==> config.mk <==
export PLATFORM = sky130hd
export DESIGN_NAME = axi_rd_responder
export DESIGN_NICKNAME = d
export VERILOG_FILES = /design/src/rtl/axi_rd_responder.sv
export SDC_FILE = /design/constraint.sdc
export NUM_CORES = 1
export LEC_CHECK = 0
export ABC_AREA = 0
export BUFFER_PORTS_ARGS = -buffer_cell sky130_fd_sc_hd__buf_2
export CAP_MARGIN = 20
export CORE_AREA = 2 2 116 118
export DETAILED_ROUTE_END_ITERATION = 8
export DIE_AREA = 0 0 118 120
export PLACE_DENSITY_LB_ADDON = 0.08
export SLEW_MARGIN = 20
export SYNTH_ARGS = -nofsm -noshare
export SYNTH_HDL_FRONTEND = slang
export SYNTH_SLANG_ARGS = --single-unit
==> constraint.sdc <==
create_clock -name clk -period 4 [get_ports clk]
set_input_delay 0.4 -clock clk [delete_from_list [all_inputs] [get_ports clk]]
set_output_delay 0.4 -clock clk [all_outputs]
set_load 0.01 [all_outputs]
==> src/rtl/axi_rd_responder.sv <==
// AXI4 read responder: accepts one AR burst at a time, reads a 1-cycle-latency SRAM,
// and returns R beats through a 2-entry skid FIFO so R backpressure never loses data.
module axi_rd_responder #(
  parameter int                        AXI_ADDR_WIDTH = 32,
  parameter int                        AXI_DATA_WIDTH = 32,
  parameter int                        AXI_ID_WIDTH   = 4,
  parameter int                        MEM_DEPTH      = 1024,
  parameter logic [AXI_ADDR_WIDTH-1:0] BASE_ADDR      = '0,
  localparam int                       MEM_AW         = (MEM_DEPTH > 1) ? $clog2(MEM_DEPTH) : 1
) (
  input  logic                      clk,
  input  logic                      rst_n,
  input  logic [AXI_ID_WIDTH-1:0]   s_axi_arid,
  input  logic [AXI_ADDR_WIDTH-1:0] s_axi_araddr,
  input  logic [7:0]                s_axi_arlen,
  input  logic [2:0]                s_axi_arsize,
  input  logic [1:0]                s_axi_arburst,
  input  logic                      s_axi_arvalid,
  output logic                      s_axi_arready,
  output logic [AXI_ID_WIDTH-1:0]   s_axi_rid,
  output logic [AXI_DATA_WIDTH-1:0] s_axi_rdata,
  output logic [1:0]                s_axi_rresp,
  output logic                      s_axi_rlast,
  output logic                      s_axi_rvalid,
  input  logic                      s_axi_rready,
  output logic                      mem_ren,
  output logic [MEM_AW-1:0]         mem_raddr,
  input  logic [AXI_DATA_WIDTH-1:0] mem_rdata,
  output logic                      busy,
  output logic [31:0]               bursts_served
);

  localparam int                        BEAT_BYTES = AXI_DATA_WIDTH / 8;
  localparam int                        SIZE_LOG2  = $clog2(BEAT_BYTES);
  localparam logic [2:0]                SIZE_CODE  = 3'(SIZE_LOG2);
  localparam int                        EW         = AXI_ADDR_WIDTH + 1;
  localparam logic [AXI_ADDR_WIDTH-1:0] DEPTH_A    = AXI_ADDR_WIDTH'(MEM_DEPTH);
  localparam logic [EW-1:0]             DEPTH_E    = EW'(MEM_DEPTH);

  localparam logic [1:0] RESP_OKAY   = 2'b00;
  localparam logic [1:0] RESP_SLVERR = 2'b10;
  localparam logic [1:0] RESP_DECERR = 2'b11;
  localparam logic [1:0] BURST_FIXED = 2'b00;
  localparam logic [1:0] BURST_INCR  = 2'b01;

  typedef enum logic [1:0] {
    ST_IDLE  = 2'd0,
    ST_ISSUE = 2'd1,
    ST_DRAIN = 2'd2
  } state_t;

  state_t r_state;
  state_t w_state_next;

  // Latched burst context
  logic [AXI_ID_WIDTH-1:0] r_id;
  logic [MEM_AW-1:0]       r_addr;
  logic [7:0]              r_len;
  logic                    r_fixed;
  logic [1:0]              r_resp;
  logic [7:0]              r_issue_cnt;

  // One read (or synthetic error beat) travelling through the SRAM latency slot
  logic r_inflight;
  logic r_inflight_err;
  logic r_inflight_last;

  // Output FIFO
  logic [AXI_DATA_WIDTH-1:0] r_fifo_data [2];
  logic [1:0]                r_fifo_resp [2];
  logic                      r_fifo_last [2];
  logic                      r_wr_ptr;
  logic                      r_rd_ptr;
  logic [1:0]                r_count;

  logic [31:0] r_bursts;

  // AR decode
  logic [AXI_ADDR_WIDTH:0]   w_sub;
  logic                      w_below_base;
  logic [AXI_ADDR_WIDTH-1:0] w_start_word;
  logic [EW-1:0]             w_end_word;
  logic                      w_size_bad;
  logic                      w_burst_bad;
  logic                      w_start_oor;
  logic                      w_end_oor;
  logic [1:0]                w_ar_resp;

  logic                      w_ar_hs;
  logic                      w_rvalid;
  logic                      w_pop;
  logic                      w_push;
  logic                      w_head_last;
  logic [2:0]                w_used;
  logic                      w_issue;
  logic                      w_issue_last;
  logic                      w_burst_done;
  logic [AXI_DATA_WIDTH-1:0] w_push_data;

  assign w_sub        = {1'b0, s_axi_araddr} - {1'b0, BASE_ADDR};
  assign w_below_base = w_sub[AXI_ADDR_WIDTH];
  assign w_start_word = w_sub[AXI_ADDR_WIDTH-1:0] >> SIZE_LOG2;
  assign w_end_word   = {1'b0, w_start_word} + EW'(s_axi_arlen);
  assign w_size_bad   = (s_axi_arsize != SIZE_CODE);
  assign w_burst_bad  = s_axi_arburst[1];
  assign w_start_oor  = (w_start_word >= DEPTH_A);
  assign w_end_oor    = (s_axi_arburst == BURST_INCR) && (w_end_word >= DEPTH_E);

  // Protocol errors take priority over address decode errors
  always_comb begin
    w_ar_resp = RESP_OKAY;
    if (w_size_bad || w_burst_bad) begin
      w_ar_resp = RESP_SLVERR;
    end else if (w_below_base || w_start_oor || w_end_oor) begin
      w_ar_resp = RESP_DECERR;
    end
  end

  assign s_axi_arready = (r_state == ST_IDLE);
  assign w_ar_hs       = s_axi_arvalid && s_axi_arready;

  assign w_rvalid    = (r_count != 2'd0);
  assign w_pop       = w_rvalid && s_axi_rready;
  assign w_push      = r_inflight;
  assign w_head_last = r_fifo_last[r_rd_ptr];

  // A beat popped this cycle frees its slot in time for the next capture,
  // which keeps one beat per cycle with rready held high.
  assign w_used       = {1'b0, r_count} + {2'b00, r_inflight} - {2'b00, w_pop};
  assign w_issue      = (r_state == ST_ISSUE) && (w_used < 3'd2);
  assign w_issue_last = (r_issue_cnt == r_len);
  assign w_burst_done = (r_state == ST_DRAIN) && w_pop && w_head_last;

  assign mem_ren   = w_issue && (r_resp == RESP_OKAY);
  assign mem_raddr = r_addr;

  assign w_push_data = r_inflight_err ? '0 : mem_rdata;

  always_comb begin
    w_state_next = r_state;
    unique case (r_state)
      ST_IDLE:  if (w_ar_hs) w_state_next = ST_ISSUE;
      ST_ISSUE: if (w_issue && w_issue_last) w_state_next = ST_DRAIN;
      ST_DRAIN: if (w_burst_done) w_state_next = ST_IDLE;
      default:  w_state_next = ST_IDLE;
    endcase
  end

  always_ff @(posedge clk or negedge rst_n) begin
    if (!rst_n) begin
      r_state <= ST_IDLE;
    end else begin
      r_state <= w_state_next;
    end
  end

  always_ff @(posedge clk or negedge rst_n) begin
    if (!rst_n) begin
      r_id        <= '0;
      r_addr      <= '0;
      r_len       <= '0;
      r_fixed     <= 1'b0;
      r_resp      <= RESP_OKAY;
      r_issue_cnt <= '0;
    end else if (w_ar_hs) begin
      r_id        <= s_axi_arid;
      r_addr      <= w_start_word[MEM_AW-1:0];
      r_len       <= s_axi_arlen;
      r_fixed     <= (s_axi_arburst == BURST_FIXED);
      r_resp      <= w_ar_resp;
      r_issue_cnt <= '0;
    end else if (w_issue) begin
      r_issue_cnt <= r_issue_cnt + 8'd1;
      if (!r_fixed) begin
        r_addr <= r_addr + MEM_AW'(1);
      end
    end
  end

  always_ff @(posedge clk or negedge rst_n) begin
    if (!rst_n) begin
      r_inflight      <= 1'b0;
      r_inflight_err  <= 1'b0;
      r_inflight_last <= 1'b0;
    end else begin
      r_inflight      <= w_issue;
      r_inflight_err  <= (r_resp != RESP_OKAY);
      r_inflight_last <= w_issue_last;
    end
  end

  for (genvar gi = 0; gi < 2; gi++) begin : g_fifo
    always_ff @(posedge clk or negedge rst_n) begin
      if (!rst_n) begin
        r_fifo_data[gi] <= '0;
        r_fifo_resp[gi] <= RESP_OKAY;
        r_fifo_last[gi] <= 1'b0;
      end else if (w_push && (r_wr_ptr == 1'(gi))) begin
        r_fifo_data[gi] <= w_push_data;
        r_fifo_resp[gi] <= r_resp;
        r_fifo_last[gi] <= r_inflight_last;
      end
    end
  end

  always_ff @(posedge clk or negedge rst_n) begin
    if (!rst_n) begin
      r_wr_ptr <= 1'b0;
      r_rd_ptr <= 1'b0;
      r_count  <= 2'd0;
    end else begin
      if (w_push) r_wr_ptr <= ~r_wr_ptr;
      if (w_pop)  r_rd_ptr <= ~r_rd_ptr;
      r_count <= r_count + {1'b0, w_push} - {1'b0, w_pop};
    end
  end

  always_ff @(posedge clk or negedge rst_n) begin
    if (!rst_n) begin
      r_bursts <= '0;
    end else if (w_burst_done) begin
      r_bursts <= r_bursts + 32'd1;
    end
  end

  assign s_axi_rvalid  = w_rvalid;
  assign s_axi_rdata   = r_fifo_data[r_rd_ptr];
  assign s_axi_rresp   = r_fifo_resp[r_rd_ptr];
  assign s_axi_rlast   = w_head_last;
  assign s_axi_rid     = r_id;
  assign busy          = (r_state != ST_IDLE);
  assign bursts_served = r_bursts;

endmodule

==> results_dict.tcl, run 1 <==
set metrics [dict create \
    dr.pass1.iters 4 \
    ys_types 45 \
    cts_tree "built" \
    yosysTopAreaCell "dfrtp_1" \
    antenna_found_initial 1 \
    die_h_um 120 \
    path_class "register to output pin" \
    area_growth_pct 23.0 \
    cpMaxStageDelayCell "fa_1" \
    syn-num-nets 772 \
    grt_use_total_pct 23.6 \
    ys_ff_latch 144 \
    slowest_delay_ns 0.58 \
    synthAdderAreaFrac_pct 2.77 \
    p_seq_share_pct 40.7 \
    power.clock.fraction_pct 31.7 \
    core-area_um2 13000 \
    synth_ff_type "dfrtp_1" \
    startpoint_type "register" \
    wire_per_inst_um 15.4 \
    drive_above_1_share_pct 30.5 \
    io_buffers 167 \
    maxCapViolCount 0 \
    ys.warnings.count 0 \
    start_util_pct 52.9 \
    p_sw_mw 1.55 \
    dpl.hpwl_um 10800 \
    crit_fanout 5 \
    min_period_over_period_pct 85.2 \
    post-cts-setup-buffer-count 0 \
    synth_top_area_share_pct 52.5 \
    avgViaCountPerCell 5.35 \
    tightest_slew_ns 0.939 \
    swShare_pct 33.4 \
    dp.cells 992 \
    finalNetCount 934 \
    met1_usage_pct 31.1 \
    cts_htree_levels 4 \
    io_pins 170 \
    first_global_vias 5481 \
    hold_class "primary input to asynchronous set/reset pin" \
    synth_top_family_by_area "simple AND/OR/NAND/NOR gates" \
    fin_skew_ns 0.00795 \
    clock_latency_ns 0.42 \
    endpoint_kind "output pin" \
    synth-edff-count 0 \
    synth-simple-area-share_pct 20.7 \
    slew_violations 0 \
    cts_sinks 144 \
    clockRootBuffer "clkbuf_16" \
    grt.met2_usage_pct 38.7 \
    cts_made_buffers 17 \
    fin_cells 1024 \
    gp_congestion 0.872 \
    cts-resized-gates 0 \
    synth-xor-area-share_pct 6.38 \
    synthMuxAreaShare_pct 7.47 \
    tns_ns 0 \
    route.detailed.drc 0 \
    relSlewSlack_pct 37.4 \
    cts_max_path_buffers 2 \
    max_freq_mhz 293 \
    ir_worst_vdd_mv 0.351 \
    intPower_mw 3.08 \
    grt_remaining_overflow 0 \
    total_power_mw 4.63 \
    die_area_um2 14200 \
    initialDrtViolationCount 375 \
    hold_violations 0 \
    grt_max_degree 88 \
    layout_min_cycle_time_ns 3.41 \
    status "finished clean" \
    grt-busiest-layer "met2" \
    power.leakage_nw 4.06 \
    synth_area_um2 6860 \
    path_cells "o21ai_1 -> buf_4 -> inv_1 -> ha_1 -> inv_1 -> ha_1 -> inv_1 -> fa_1 -> and3b_1 -> nand2_1 -> nor2_1 -> buf_2" \
    rsz0062_at_grt "no" \
    async_flop_share_pct 100 \
    routed_wl_um 15800 \
    hold_buffers 0 \
    avgSynthCellArea_um2 10.2 \
    mostFrequentLayoutCell "buf_2" \
    synth-seq-area-share_pct 52.5 \
    grt_pass1_wl_um 26800 \
    antenna_left 0 \
    syn-instance-count 673 \
    std_cell_rows 42 \
    powerDensity_nw_per_um2 549 \
    num_vias 5475 \
    crit_top_cell "inv_1" \
    cp.required_ns 3.60 \
    met3_usage_pct 5.18 \
    synthTopCellsByArea "dfrtp_1 (53%), mux2_2 (6.9%), nand2_1 (6.8%), o21ai_0 (5.7%), xnor2_1 (5.6%)" \
    worstPathArrival_ns 3.01 \
    mostFrequentLayoutCells "buf_2 (166), dfrtp_1 (144), nand2_1 (124)" \
    die_w_um 118 \
    reg2reg_depth 12 \
    path_clk_slew_ns 0.06 \
    finalSetupViolations 0 \
    synth_compound_area_share_pct 7.91 \
    comb_power_share_pct 27.5 \
]
## routing by layer
metal  up-vias  routed length (µm)
met2       124                7780
met1      2667                7100
met5         -                   0
li1       2666                   -
met3        18                 672
met4         0                 228
## stage by stage
stage          cell area [µm²]  worst slack [ns]  util (%)  hold WS, ns
2_1_floorplan             6860             0.918         -        0.104
3_3_place_gp              7850             0.823      60.5        0.456
3_5_place_dp              7880             0.721      60.7        0.465
4_1_cts                   8430             0.558      65.0       0.0700
5_1_grt                   8440             0.383      65.0       0.0914
6_report                  8440             0.590      65.0       0.0231
## kinds of logic (layout without fill, tap and decap cells)
logic type | count (synthesis) | after routing
AO/OA/AOI/OAI | 100 | 100
XOR/XNOR | 50 | 50
adder cells (fa/ha/maj) | 14 | 14
buffers and inverters | 40 | 214
flip-flops | 144 | 144
multiplexers | 46 | 46
other | 0 | 1
AND/OR/NAND/NOR | 279 | 279
## critical path: cells and delay by family, from the launching register on
kind,cells,cell delay (ns)
AO/OA/AOI/OAI,1,0.16
adder cells (fa/ha/maj),3,0.97
flip-flops,1,0.45
AND/OR/NAND/NOR,3,0.52
buffers and inverters,5,0.48
## power by group through the flow
stage	registers, mW	logic [mW]	clock network, mW
after floorplan	1.88	0.873	0
after global placement	1.89	1.23	0
after detailed placement	1.90	1.28	0
after CTS	1.88	1.29	1.50
after global routing	1.92	1.44	1.57
final	1.88	1.27	1.47
## flip-flops by register name (all words and copies together), names as in the netlist
register,cells
bursts_served,32
r_fifo_resp,4
r_resp,2
r_state,2
r_inflight,1
r_issue_cnt,8
r_fifo_data,64
r_inflight_err,1
r_fifo_last,2
r_rd_ptr,1
r_fixed,1
r_len,8
r_inflight_last,1
r_wr_ptr,1
mem_raddr,10
r_count,2
s_axi_rid,4
## layout make-up
type / instances / area, µm²
multi-input cells: 489 / 3130
clock inverters: 10 / 87.6
flip-flops and latches: 144 / 3600
diodes: 1 / 2.50
fillers: 1092 / 4540
well taps: 176 / 220
clock buffers: 21 / 460
repair buffers: 173 / 900
inverters: 10 / 37.5
## cells in the mapped netlist, types with 5 or more instances
cell        n
and2_1      5
and3_1      6
clkbuf_1   24
dfrtp_1   144
ha_1       12
inv_1      10
mux2_2     42
nand2_1   125
nand2b_1   34
nand3_1    21
nand4_1    28
nor2_1     17
nor3_1      6
nor4_1     10
o211ai_1    6
o21ai_0    78
xnor2_1    44
xor2_1      6
## path summary, 6_finish.rpt
| kind | from | end | slack (ns) |
|---|---|---|---|
| worst max-delay path | r_count[1]$_DFF_PN0_ | mem_ren | 0.59 |
| worst min-delay path | rst_n | r_fifo_data[24]$_DFFE_PN0P_ | 0.02 |
| worst max register to register | r_count[1]$_DFF_PN0_ | mem_raddr[4]$_DFFE_PN0P_ | 0.72 |
| worst min register to register | r_fifo_data[21]$_DFFE_PN0P_ | r_fifo_data[21]$_DFFE_PN0P_ | 0.47 |
| max in group asynchronous | rst_n | bursts_served[7]$_DFFE_PN0P_ | 3.02 |
| min in group clk | s_axi_arid[3] | s_axi_rid[3]$_DFFE_PN0P_ | 0.17 |
No activity file was read; power rests on OpenSTA's default activity.
==> inputs of run 2 (changes only) <==
--- a/constraint.sdc
+++ b/constraint.sdc
@@ -3,2 +3,2 @@
 set_output_delay 0.4 -clock clk [all_outputs]
-set_load 0.01 [all_outputs]
+set_load 0.05 [all_outputs]
==> run 2 against run 1 <==
Sequential share of layout area decreased by 0.71 points. Highest routed layer unchanged. Hold slack better by 0.067 ns. Critical path depth stayed put. Sequential cell count is the same. Worst setup slack worse by 0.076 ns. Via count increased by 0.44%. Largest cell class unchanged. Non-clock buffer count did not move.
==> results_dict.tcl, run 2 (synthesis results as in run 1) <==
set metrics [dict create \
    status "finished clean" \
    rsz0062_at_grt "no" \
    finalNetCount 934 \
    mostFrequentLayoutCells "buf_2 (166), dfrtp_1 (144), nand2_1 (124)" \
    worstPathArrival_ns 3.09 \
    clock_latency_ns 0.41 \
    num_vias 5499 \
    finalSetupViolations 0 \
    ir_worst_vdd_mv 0.384 \
    cts_sinks 144 \
    max_freq_mhz 287 \
    p_sw_mw 1.84 \
    initialDrtViolationCount 388 \
    cp.required_ns 3.60 \
    wire_per_inst_um 15.5 \
    grt_pass1_wl_um 27100 \
    cts_max_path_buffers 2 \
    io_buffers 167 \
    route.detailed.drc 0 \
    avgViaCountPerCell 5.38 \
    dpl.hpwl_um 10800 \
    gp_congestion 0.872 \
    die_h_um 120 \
    grt_remaining_overflow 0 \
    area_growth_pct 25.0 \
    dr.pass1.iters 4 \
    grt_use_total_pct 23.9 \
    hold_buffers 0 \
    startpoint_type "register" \
    diodes 0 \
    routed_wl_um 15800 \
    crit_fanout 5 \
    tns_ns 0 \
    cpMaxStageDelayCell "fa_1" \
    maxCapViolCount 0 \
    cts_htree_levels 4 \
    largest_reg_flops 64 \
    dpl_cell_area_um2 7890 \
    swShare_pct 34.8 \
    regMostFlops "r_fifo_data" \
    power.leakage_nw 4.13 \
    path_clk_slew_ns 0.06 \
    slowest_delay_ns 0.57 \
    std_cell_rows 42 \
    die_w_um 118 \
    cts_tree "built" \
    fin_skew_ns 0.00733 \
    fin_cells 1023 \
    dp.cells 992 \
    post-cts-setup-buffer-count 0 \
    p_seq_share_pct 35.6 \
    slew_violations 0 \
    path_class "register to output pin" \
    comb_power_share_pct 30.1 \
    powerDensity_nw_per_um2 615 \
    layout_min_cycle_time_ns 3.49 \
    final_cell_area_um2 8580 \
    min_period_over_period_pct 87.2 \
    intPower_mw 3.44 \
    relSlewSlack_pct 34.4 \
    path_cells "o21ai_1 -> buf_4 -> inv_1 -> ha_1 -> inv_1 -> ha_1 -> inv_1 -> fa_1 -> and3b_1 -> nand2_1 -> nor2_1 -> buf_2" \
    clockRootBuffer "clkbuf_16" \
    total_power_mw 5.28 \
    cts-resized-gates 0 \
    fin_util_pct 66.1 \
    drive_above_1_share_pct 30.6 \
    hold_violations 0 \
    endpoint_kind "output pin" \
    core-area_um2 13000 \
    hold_class "primary input to asynchronous set/reset pin" \
    start_util_pct 52.9 \
    crit_top_cell "inv_1" \
    mostFrequentLayoutCell "buf_2" \
    antenna_found_initial 0 \
    io_pins 170 \
    first_global_vias 5615 \
    die_area_um2 14200 \
    grt_max_degree 98 \
    power.clock.fraction_pct 34.3 \
    tightest_slew_ns 0.979 \
    antenna_left 0 \
    cts_made_buffers 17 \
]
==> run 2: area by class of cell <==
cell class,count,area (µm²)
Fill cell,1101,4400
Sequential cell,144,3600
Multi-Input combinational cell,489,3130
Timing Repair Buffer,173,907
Clock buffer,22,484
Tap cell,176,220
Clock inverter,9,201
Inverter,10,37.5
==> run 2: power by group through the flow <==
stage | sequential (mW) | clock, mW | combinational (mW)
2_1_floorplan | 2.07 | 0 | 0.996
3_3_place_gp | 1.89 | 0 | 1.55
3_5_place_dp | 1.90 | 0 | 1.60
4_1_cts | 1.88 | 1.84 | 1.61
5_1_grt | 1.91 | 1.93 | 1.74
6_report | 1.88 | 1.81 | 1.59
==> run 2: per-layer routing <==
layer | track usage [%] | part of all wire (%) | wire [µm]
met5 | 0 | 0 | 0
met4 | 8.66 | 1.7 | 262
met3 | 5.70 | 4.1 | 648
met2 | 40.0 | 50 | 7980
met1 | 30.3 | 44 | 6930
==> run 2: path summary, 6_finish.rpt <==
path	startpoint	cells after the start	endpoint	slack, ns
max	r_count[1]$_DFF_PN0_	12	mem_ren	0.51
min	rst_n	1	r_fifo_data[24]$_DFFE_PN0P_	0.09
max reg2reg	r_count[1]$_DFF_PN0_	12	mem_raddr[4]$_DFFE_PN0P_	0.77
min reg2reg	r_fifo_data[56]$_DFFE_PN0P_	2	r_fifo_data[56]$_DFFE_PN0P_	0.47
max in group asynchronous	rst_n	2	r_len[0]$_DFFE_PN0P_	3.01
min in group clk	s_axi_arid[3]	3	s_axi_rid[3]$_DFFE_PN0P_	0.18
==> run 2: per-stage QoR <==
step	setup WS [ns]	hold slack [ns]
after global placement	0.819	0.456
after floorplan	0.669	0.104
after CTS	0.454	0.116
after detailed placement	0.784	0.457
final	0.514	0.0900
after global routing	0.269	0.144
==> run 2: worst max-delay path, delay by kind of cell (launching register included) <==
family / cells / cell delay [ns]
DFF: 1 / 0.44
AOI/OAI and AO/OA: 1 / 0.16
and+or+nand+nor: 3 / 0.50
adders and majority gates: 3 / 0.97
buffers and inverters: 5 / 0.61
